`src/rtl/enigma_pkg.sv`:
```
// enigma_pkg
// Shared types and constants for the letter transmit path.
//   txState_e         : states of the transmit-queue controller
//   TERM_CODE_DEFAULT : letter code sent as an end-of-burst terminator
//   wrapIncr          : pointer increment that wraps at an arbitrary depth
//   satInc16          : 16-bit increment that sticks at all-ones
package enigma_pkg;

  typedef enum logic [2:0] {
    ST_IDLE,
    ST_ISSUE,
    ST_WAIT_ACK,
    ST_WAIT_DONE,
    ST_TERM
  } txState_e;

  localparam logic [4:0]  TERM_CODE_DEFAULT = 5'd31;
  localparam logic [15:0] SAT_MAX16         = 16'hFFFF;

  // Depth need not be a power of two, so the wrap is an explicit compare.
  function automatic int wrapIncr(input int ptr, input int depth);
    return (ptr == depth - 1) ? 0 : ptr + 1;
  endfunction

  function automatic logic [15:0] satInc16(input logic [15:0] value);
    return (value == SAT_MAX16) ? value : value + 16'd1;
  endfunction

endpackage

```
`src/rtl/circ_buffer.sv`:
```
// circ_buffer
// Circular letter store with independent read and write pointers.
//   clk_in       : clock, rising edge
//   rst_in       : synchronous active-low reset (pointers and count only)
//   flush_in     : empties the buffer on the next edge
//   push_in      : write push_data_in at the tail (caller guarantees room)
//   push_data_in : letter to store
//   pop_in       : advance the head (caller guarantees not empty)
//   head_out     : letter at the head, valid whenever count_out != 0
//   count_out    : current occupancy, 0..DEPTH
module circ_buffer
  import enigma_pkg::*;
#(
  parameter int DATA_WIDTH = 5,
  parameter int DEPTH      = 16
) (
  input  logic                       clk_in,
  input  logic                       rst_in,
  input  logic                       flush_in,
  input  logic                       push_in,
  input  logic [DATA_WIDTH-1:0]      push_data_in,
  input  logic                       pop_in,
  output logic [DATA_WIDTH-1:0]      head_out,
  output logic [$clog2(DEPTH+1)-1:0] count_out
);

  localparam int PTR_W = $clog2(DEPTH);
  localparam int CNT_W = $clog2(DEPTH + 1);

  logic [DATA_WIDTH-1:0] r_mem [DEPTH];
  logic [PTR_W-1:0]      r_rdPtr;
  logic [PTR_W-1:0]      r_wrPtr;
  logic [CNT_W-1:0]      r_count;

  // The storage array carries no reset; stale entries are never visible
  // because the count gates every read.
  always_ff @(posedge clk_in) begin
    if (push_in) begin
      r_mem[r_wrPtr] <= push_data_in;
    end
  end

  // Pointers and occupancy. A simultaneous push and pop leaves the count
  // untouched, which is what lets a full buffer accept a write while the
  // head is being popped.
  always_ff @(posedge clk_in) begin
    if (!rst_in || flush_in) begin
      r_rdPtr <= '0;
      r_wrPtr <= '0;
      r_count <= '0;
    end else begin
      if (push_in) begin
        r_wrPtr <= PTR_W'(wrapIncr(int'(r_wrPtr), DEPTH));
      end
      if (pop_in) begin
        r_rdPtr <= PTR_W'(wrapIncr(int'(r_rdPtr), DEPTH));
      end
      case ({push_in, pop_in})
        2'b10:   r_count <= r_count + CNT_W'(1);
        2'b01:   r_count <= r_count - CNT_W'(1);
        default: r_count <= r_count;
      endcase
    end
  end

  assign head_out  = r_mem[r_rdPtr];
  assign count_out = r_count;

endmodule

```
`src/rtl/tx_letter_queue.sv`:
```
// tx_letter_queue
// Buffers encoded letters and hands them one at a time to the IR transmitter,
// re-issuing a letter whenever the transmitter fails to acknowledge it.
//   clk_in          : clock, rising edge
//   rst_in          : synchronous active-low reset
//   data_valid_in   : one-cycle write strobe, data_in is the letter
//   flush_in        : discard every queued letter
//   tx_busy_in      : transmitter busy flag (acknowledge + completion)
//   tx_valid_out    : one-cycle start pulse, tx_data_out holds the letter
//   full_out        : occupancy equals DEPTH
//   empty_out       : occupancy is zero
//   count_out       : occupancy
//   drop_count_out  : saturating count of writes refused for lack of room
//   retry_count_out : saturating count of acknowledge timeouts
module tx_letter_queue
  import enigma_pkg::*;
#(
  parameter int                    DATA_WIDTH  = 5,
  parameter int                    DEPTH       = 16,
  parameter int                    ACK_TIMEOUT = 8,
  parameter bit                    TERM_EN     = 1'b0,
  parameter logic [DATA_WIDTH-1:0] TERM_CODE   = DATA_WIDTH'(TERM_CODE_DEFAULT)
) (
  input  logic                       clk_in,
  input  logic                       rst_in,
  input  logic                       data_valid_in,
  input  logic [DATA_WIDTH-1:0]      data_in,
  input  logic                       flush_in,
  input  logic                       tx_busy_in,
  output logic                       tx_valid_out,
  output logic [DATA_WIDTH-1:0]      tx_data_out,
  output logic                       full_out,
  output logic                       empty_out,
  output logic [$clog2(DEPTH+1)-1:0] count_out,
  output logic [15:0]                drop_count_out,
  output logic [15:0]                retry_count_out
);

  localparam int CNT_W = $clog2(DEPTH + 1);
  localparam int TMR_W = $clog2(ACK_TIMEOUT + 1);

  txState_e              r_state;
  txState_e              w_nextState;
  logic [DATA_WIDTH-1:0] r_txData;
  logic [DATA_WIDTH-1:0] w_head;
  logic [CNT_W-1:0]      w_count;
  logic [TMR_W-1:0]      r_ackTimer;
  logic                  r_termPending;
  logic                  r_termActive;
  logic [15:0]           r_dropCount;
  logic [15:0]           r_retryCount;
  logic                  w_empty;
  logic                  w_full;
  logic                  w_pop;
  logic                  w_termLoad;
  logic                  w_push;
  logic                  w_drop;
  logic                  w_done;
  logic                  w_valid;
  logic                  w_retry;

  assign w_empty = (w_count == '0);
  assign w_full  = (w_count == CNT_W'(DEPTH));

  // Flush wins over everything in the same cycle: no pop, no terminator
  // load, and the concurrent write is silently discarded rather than dropped.
  // A terminator is never loaded in a cycle that also brings a new letter.
  assign w_pop      = (r_state == ST_IDLE) && !w_empty && !flush_in;
  assign w_termLoad = (r_state == ST_IDLE) && w_empty && r_termPending &&
                      !flush_in && !data_valid_in;
  assign w_push     = data_valid_in && !flush_in && (!w_full || w_pop);
  assign w_drop     = data_valid_in && !flush_in && !w_push;
  assign w_done     = (r_state == ST_WAIT_DONE) && !tx_busy_in;

  circ_buffer #(
    .DATA_WIDTH (DATA_WIDTH),
    .DEPTH      (DEPTH)
  ) u_buffer (
    .clk_in       (clk_in),
    .rst_in       (rst_in),
    .flush_in     (flush_in),
    .push_in      (w_push),
    .push_data_in (data_in),
    .pop_in       (w_pop),
    .head_out     (w_head),
    .count_out    (w_count)
  );

  // Next-state and pulse decode. WAIT_ACK spends ACK_TIMEOUT+1 cycles
  // counting before giving up, so an unacknowledged letter repeats every
  // ACK_TIMEOUT+2 cycles including the ISSUE cycle. Finishing the
  // terminator passes through TERM so its in-flight marker is retired.
  always_comb begin
    w_nextState = r_state;
    w_valid     = 1'b0;
    w_retry     = 1'b0;
    case (r_state)
      ST_IDLE: begin
        if (w_pop || w_termLoad) begin
          w_nextState = ST_ISSUE;
        end
      end
      ST_ISSUE: begin
        w_valid     = 1'b1;
        w_nextState = ST_WAIT_ACK;
      end
      ST_WAIT_ACK: begin
        if (tx_busy_in) begin
          w_nextState = ST_WAIT_DONE;
        end else if (r_ackTimer == TMR_W'(ACK_TIMEOUT)) begin
          w_retry     = 1'b1;
          w_nextState = ST_ISSUE;
        end
      end
      ST_WAIT_DONE: begin
        if (!tx_busy_in) begin
          w_nextState = r_termActive ? ST_TERM : ST_IDLE;
        end
      end
      ST_TERM: begin
        w_nextState = ST_IDLE;
      end
      default: begin
        w_nextState = ST_IDLE;
      end
    endcase
  end

  // State register; reset abandons any letter in flight.
  always_ff @(posedge clk_in) begin
    if (!rst_in) begin
      r_state <= ST_IDLE;
    end else begin
      r_state <= w_nextState;
    end
  end

  // Outgoing letter register, held from the pop until the next pop or
  // terminator load so that retries resend the same code.
  always_ff @(posedge clk_in) begin
    if (!rst_in) begin
      r_txData     <= '0;
      r_termActive <= 1'b0;
    end else if (w_pop) begin
      r_txData     <= w_head;
      r_termActive <= 1'b0;
    end else if (w_termLoad) begin
      r_txData     <= TERM_CODE;
      r_termActive <= 1'b1;
    end else if (r_state == ST_TERM) begin
      r_termActive <= 1'b0;
    end
  end

  // Acknowledge timer, restarted on every issue.
  always_ff @(posedge clk_in) begin
    if (!rst_in || r_state == ST_ISSUE) begin
      r_ackTimer <= '0;
    end else if (r_state == ST_WAIT_ACK && !tx_busy_in && !w_retry) begin
      r_ackTimer <= r_ackTimer + TMR_W'(1);
    end
  end

  // Terminator request: raised when an ordinary letter finishes and nothing
  // is left behind it; any new write or a flush cancels it.
  always_ff @(posedge clk_in) begin
    if (!rst_in || flush_in) begin
      r_termPending <= 1'b0;
    end else if (data_valid_in || w_termLoad) begin
      r_termPending <= 1'b0;
    end else if (TERM_EN && w_done && !r_termActive && w_empty) begin
      r_termPending <= 1'b1;
    end
  end

  // Saturating statistics counters.
  always_ff @(posedge clk_in) begin
    if (!rst_in) begin
      r_dropCount  <= '0;
      r_retryCount <= '0;
    end else begin
      if (w_drop) begin
        r_dropCount <= satInc16(r_dropCount);
      end
      if (w_retry) begin
        r_retryCount <= satInc16(r_retryCount);
      end
    end
  end

  assign tx_valid_out    = w_valid;
  assign tx_data_out     = r_txData;
  assign full_out        = w_full;
  assign empty_out       = w_empty;
  assign count_out       = w_count;
  assign drop_count_out  = r_dropCount;
  assign retry_count_out = r_retryCount;

endmodule
```
`config.mk`:
```
export PLATFORM = sky130hd
export DESIGN_NAME = tx_letter_queue
export DESIGN_NICKNAME = d
export VERILOG_FILES = /design/src/rtl/enigma_pkg.sv /design/src/rtl/circ_buffer.sv /design/src/rtl/tx_letter_queue.sv
export SDC_FILE = /design/constraint.sdc
export NUM_CORES = 1
export LEC_CHECK = 0
export ABC_AREA = 1
export BUFFER_PORTS_ARGS = -buffer_cell sky130_fd_sc_hd__buf_2
export CORE_ASPECT_RATIO = 1.4
export CORE_MARGIN = 5
export CORE_UTILIZATION = 40
export DETAILED_ROUTE_END_ITERATION = 8
export PLACE_DENSITY = 0.7
export REMOVE_ABC_BUFFERS = 1
export SLEW_MARGIN = 20
export SYNTH_ARGS = -nofsm -noshare
export SYNTH_HDL_FRONTEND = slang
export SYNTH_SLANG_ARGS = --single-unit
```
`constraint.sdc`:
```
create_clock -name clk_in -period 1.85 [get_ports clk_in]
set_clock_uncertainty 0.1 [all_clocks]
set_input_delay 0.185 -clock clk_in [delete_from_list [all_inputs] [get_ports clk_in]]
set_output_delay 0.185 -clock clk_in [all_outputs]
set_load 0.1 [all_outputs]
```
; Word-level counts from Yosys, hierarchy flattened
; Memories as Yosys holds them, arrays and structs flattened. A register that Yosys moved wholly into a read port is not among the register bits.
; Index checks and enable logic that the tools add are counted.
[classes]
eq_ne = 15
n_reduce_logical = 25
n_bitwise = 3
n_addsub = 7
muxes = 16
[op_table]
columns = operator, count
row1 = $add 16x1->16 const B, 2
row2 = $eq 16x16->1 const B, 2
row3 = $mux 3, 5
row4 = $add 4x1->4 const B, 3
row5 = $pmux 3 s4, 1
row6 = $pmux 5 s2, 1
row7 = $eq 4x1->1 const B, 2
row8 = $logic_not 1->1, 8
row9 = $mux 4, 2
row10 = $logic_and 1x1->1, 7
row11 = $mux 1, 7
row12 = $eq 3x2->1 const B, 2
row13 = $add 5x1->5 const B, 1
row14 = $eq 5x5->1 const B, 1
row15 = $logic_not 5->1, 1
row16 = $sub 5x1->5 const B, 1
row17 = $eq 4x4->1 const B, 1
row18 = $reduce_and 2->1, 2
row19 = $eq 3x1->1 const B, 1
row20 = $eq 3x3->1 const B, 1
row21 = $logic_not 3->1, 1
row22 = $logic_or 1x1->1, 3
row23 = $ne 3x3->1 const B, 1
row24 = $not 1->1, 3
row25 = other kinds (7), 7
[totals]
ramBits = 80
n_memories = 1
input_bits = 10
ff_bits = 53
out_inout_bits = 45
word_cells = 75
[mem_list]
columns = memory, words, width, rd, rd_clocked_by_memory_dff, wr, line
row1 = u_buffer.r_mem, 16, 5, 1, 1, 1, circ_buffer.sv:30  ; logic [DATA_WIDTH-1:0] r_mem [DEPTH];

; Logic depth before layout (Yosys ltp)
[depth]
word_depth = 9
ltp_mapped = 13
depth_no_buf = 13

; Modules after synthesis
; From an unflattened synthesis, not the netlist that was laid out.
[hier_totals]
hier_cells = 764
area_unflattened_um2 = 6688.9
[by_module_without_submodules]
columns = module, seq_area_each_um2, area_per_inst_um2, n_inst, cells_per_inst
row1 = circ_buffer, 2742.6, 4235.3, 1, 383
row2 = tx_letter_queue, 860.8, 2453.6, 1, 381

; Worst setup path after synthesis
; Ideal clock, no wire load.
[synth_timing]
kind = register to register
startpoint = reg u_buffer.r_count[1] (netlist: u_buffer.count_out[1])
endpoint = reg u_buffer.r_count[4] (netlist: u_buffer.count_out[4])
stages_incl_launch_ff = 12
t_required_ns = 1.630
period_less_slack_ns = 2.638
t_arrival_ns = 2.419
n_path_buf = 0
setup_ns = 0.120
setup_slack_ns = -0.788
cell_sequence = dfxtp_1 > nor2_2 > nand3_1 > nand2_4 > inv_4 > nand2_2 > fa_1 > nand3b_1 > nand3_1 > nand2_1 > a21oi_1 > nor2_1
[synth_between]
elab_chain_len = 8
word_cells_on_any_way = 14
cone_classes = add/sub (2) / eq/ne (3) / mux (1) / reduce/logical (8)
[synth_rtl]
columns = element, line
row1 = "start, declared", circ_buffer.sv:33  ; logic [CNT_W-1:0] r_count;
row2 = "start signal, assigned", circ_buffer.sv:59  ; 2'b10: r_count <= r_count + CNT_W'(1);
row3 = "start signal, assigned", circ_buffer.sv:60  ; 2'b01: r_count <= r_count - CNT_W'(1);
row4 = "start signal, assigned", circ_buffer.sv:61  ; default: r_count <= r_count;
row5 = $logic_not 5->1, tx_letter_queue.sv:62  ; assign w_empty = (w_count == '0);
row6 = $logic_not 1->1, tx_letter_queue.sv:68  ; assign w_pop = (r_state == ST_IDLE) && !w_empty && !flush_in;
row7 = $logic_and 1x1->1 (2 in a row), tx_letter_queue.sv:68
row8 = $logic_or 1x1->1, tx_letter_queue.sv:71  ; assign w_push = data_valid_in && !flush_in && (!w_full || w_pop);
row9 = $logic_and 1x1->1, tx_letter_queue.sv:71
row10 = $eq 2x1->1 or $eq 2x2->1 (tied branches), circ_buffer.sv:58  ; case ({push_in, pop_in})
row11 = $pmux 5 s2 or $reduce_bool 2->1 (tied branches), --
; Several ways; a longest one is shown, not always the timed one.
; A chain may end at the register's enable or synchronous reset.

; Worst setup path after layout
[layout_timing]
startpoint = reg r_state[0]
endpoint = reg u_buffer.r_count[4] (netlist: u_buffer.count_out[4])
[layout_between]
elab_chain_len = 7
word_cells_on_any_way = 9
cone_classes = eq/ne (2) / mux (1) / reduce/logical (6)
[layout_rtl]
columns = element, line
row1 = "start, declared", tx_letter_queue.sv:42  ; txState_e r_state;
row2 = "start signal, assigned", tx_letter_queue.sv:134  ; r_state <= w_nextState;
row3 = $logic_not 3->1 (*), tx_letter_queue.sv:68
row4 = $logic_and 1x1->1 (*) (2 in a row), tx_letter_queue.sv:68
row5 = $logic_or 1x1->1, tx_letter_queue.sv:71
row6 = $logic_and 1x1->1, tx_letter_queue.sv:71
row7 = $eq 2x1->1 or $eq 2x2->1 (tied branches), circ_buffer.sv:58
row8 = $pmux 5 s2 or $reduce_bool 2->1 (tied branches), --
; Mark *: on every way between the ends. The rest lies on a longest branch, timed or not.

==> metrics.csv <==
metric,value,unit
number of max-cap violations,0,
Pwr per Cell Area,909,nW/um^2
hpwl dp,11.4,mm
Final WS setup,-3.15,ps
post-synth top area share,35.0,%
largest net degree at the start of global routing,42,
diode count,0,
vias per cell,4.95,
fmax,540,MHz
final critical-path required period,1850,ps
DR DRC count,0,
Syn-to-layout area delta,22.7,%
violated checks,setup timing,
initial antenna violation count,0,
area fraction in compound gates after synthesis,5.77,%
Slew Limit Fails,0,
total gr overflow,0,
DR vias,5679,
CP required,2070,ps
VDD IR max,611,uV
TritonCTS clock tree,built,
sequential share of power,43.4,%
Area after DPL,7670,um^2
Die Width,121,um
gr usage total,17.2,%
worst slew pin tran,551,ps
mux contribution to synthesized area,0,%
yosys warns,0,
xor/xnor share of the synthesized area,2.56,%
post-synthesis sequential area ratio,51.4,%
Gate power share,15.6,%
Synth Area per Inst,8.38,um^2
Sw Ratio,28.4,%
clk slew on worst S/H paths,60,ps
Synth Area in Simple Gates,30.1,%
WL/cell,14.3,um
CTS Buf Count,17,
site row count,56,
Max clock buf depth,2,
Die Y,165,um
CP Max Fanout,3,
Switch Pwr,2180,uW
critical-path cell list,nor3_4 -> nand2_4 -> inv_4 -> nand2_4 -> fa_2 -> nand3b_1 -> nand3_1 -> nand3_1 -> nand2_1 -> nor2_1,
design area,8410,um^2
core area,16800,um^2
final wirelength,16.4,mm
Leak,0.00364,uW
Worst slew margin,63.2,%
Post-Syn Area,6860,um^2
first-pass GRT wire length,26.6,mm
post-synthesis adder-cell area fraction,2.48,%
Antenna Nets Post-Route,0,
max incr delay on CP,340,ps
Critical Path Sink Type,flip-flop,
startpoint types,flip-flop,
Synth area leaders,"edfxtp_1 35%, dfxtp_1 16%, nand2_1 12%",
Post-Synthesis Cells,818,
post-synthesis cell type count,37,
HP Class,input port to flip-flop,
Setup Crit Path Kind,flip-flop to flip-flop,
largest family of logic cells by synthesized area,simple AND/OR/NAND/NOR gates,
iteration-0 DRC count of the detailed router,288,
number of top-level pins,55,
setup repair after global routing missed its margin,yes,
fin nets,954,
"Slowest-stage cell, CP",fa_2,
clk sink count,136,
Place WS,-173,ps
period utilisation layout,100,%
router iterations before antenna repair,4,
post-synthesis register bit count,136,
Clock Tree Root,clkbuf_16,
share of post-route cells with drive strength above 1,23.8,%
part of the power in the clock network,41.1,%
Int Pwr,5480,uW
htree depth,4,
routability cong.,0.878,
Synth area leader,edfxtp_1,
"Setup violations, final",1,
vias in the first global route,5529,
status,"complete, but fails checks",
Initial Util,40.8,%
clk_lat worst skew,430,ps
die area,19900,um^2
IO buf count,54,
Critical Path AT,2070,ps
hold violation total from the final report,0,
==> power by group through the flow <==
stage | Clock [uW] | Combinational, uW | Sequential (uW)
after floorplan | 0 | 516 | 3630
after global placement | 0 | 1120 | 3380
after detailed placement | 0 | 1140 | 3380
after CTS | 3210 | 1170 | 3320
after global routing | 3360 | 1300 | 3320
final | 3140 | 1190 | 3320
==> cell families (layout without fill, tap and decap cells) <==
kind of cell               count (synthesis)  after routing
and+or+nand+nor                          460            460
DFF                                      136            136
buffers and inverters                    127            253
AOI/OAI and AO/OA                         62             62
xor gates and xnor gates                  20             20
adders and majority gates                 13             13
==> synth_stat cells <==
| cell | count |
|---|---|
| nand2_1 | 224 |
| o21ai_0 | 23 |
| fa_1 | 1 |
| and2_1 | 1 |
| buf_6 | 3 |
| buf_1 | 4 |
| nor2_1 | 104 |
| a21oi_1 | 16 |
| nor2_2 | 5 |
| o21ai_2 | 1 |
| a21oi_2 | 20 |
| nand3_4 | 1 |
| xor2_1 | 12 |
| xnor2_1 | 8 |
| buf_12 | 1 |
| nor2_4 | 3 |
| nor4_1 | 1 |
| edfxtp_1 | 80 |
| clkinv_1 | 2 |
| nand3b_1 | 1 |
| nor2_8 | 1 |
| nand3_1 | 87 |
| nor3_4 | 2 |
| ha_1 | 12 |
| nor3_1 | 1 |
| inv_4 | 1 |
| o311ai_1 | 1 |
| nand2_4 | 11 |
| buf_2 | 8 |
| nand2_2 | 8 |
| inv_2 | 3 |
| and3_1 | 1 |
| clkbuf_1 | 8 |
| inv_1 | 97 |
| nand4_1 | 9 |
| a211oi_1 | 1 |
| dfxtp_1 | 56 |
==> flip-flops by register name, summed over array words and instances (netlist names) <==
| signal | flops |
|---|---|
| r_state | 2 |
| u_buffer.r_mem | 80 |
| r_ackTimer | 4 |
| drop_count_out | 16 |
| u_buffer.r_rdPtr | 4 |
| tx_data_out | 5 |
| retry_count_out | 16 |
| u_buffer.r_wrPtr | 4 |
| u_buffer.count_out | 5 |
==> through the flow <==
stage | setup TNS (ps) | util, % | power (uW) | instances | hold slack [ps]
after global placement | -156 | 45.6 | 4500 | 1104 | 388
after detailed placement | -413 | 45.6 | 4520 | 1104 | 394
after floorplan | -58980 | - | 4150 | 794 | 184
final | -3.15 | 50.0 | 7650 | 1147 | 44.9
after global routing | -553 | 50.0 | 7980 | 1147 | 65.3
after CTS | -39.0 | 49.1 | 7690 | 1137 | 31.3
==> cells in the final DEF (no fill, tap or decap), types with 17 or more instances in the layout <==
cell type / synthesis / final
o21ai_0: 23 / 23
inv_1: 97 / 96
buf_4: 0 / 63
clkbuf_16: 0 / 17
nand2_1: 224 / 218
edfxtp_1: 80 / 80
buf_2: 8 / 51
nand3_1: 87 / 85
dfxtp_1: 56 / 51
nor2_1: 104 / 100
a21oi_2: 20 / 23
==> path summary, 6_finish.rpt <==
kind,startpoint,endpoint,slack (ps),depth (start not counted)
worst max-delay path,r_state[0],u_buffer.count_out[4],-3,10
worst min-delay path,tx_busy_in,r_state[0],40,3
worst max register to register,r_state[0],u_buffer.count_out[4],-3,10
worst min register to register,r_ackTimer[0],r_ackTimer[0],400,2
==> critical path: cells and delay by family (launching register included) <==
family / cells / cell delay, ps
buffers and inverters: 1 / 70
adder cells (fa/ha/maj): 1 / 340
AND/OR/NAND/NOR: 8 / 900
flip-flops: 1 / 330
==> what timing repair did <==
action | in CTS | in global routing
pin swaps | 8 | 13
resized for setup | 11 | 22
hold buffers | 1 | 0
setup endpoints to repair | 17 | 88
endpoints found under the hold margin | 1 | 0
buffers inserted | 0 | 10
==> final cells by class <==
cell class / instances / area, um^2
fill: 1614 / 8400
sequential: 136 / 3530
multi-input combinational: 555 / 2900
timing repair buffer: 118 / 790
clock buffer: 22 / 444
inverter: 103 / 394
tap: 203 / 254
clock inverter: 10 / 101
==> metal layers <==
layer	wire length (um)	track usage, %	share of wire (%)
met1	6590	18.8	40
met2	8490	30.7	52
met3	746	4.01	4.6
met4	553	9.12	3.4
met5	0	0	0
No activity file was read; power rests on OpenSTA's default activity.
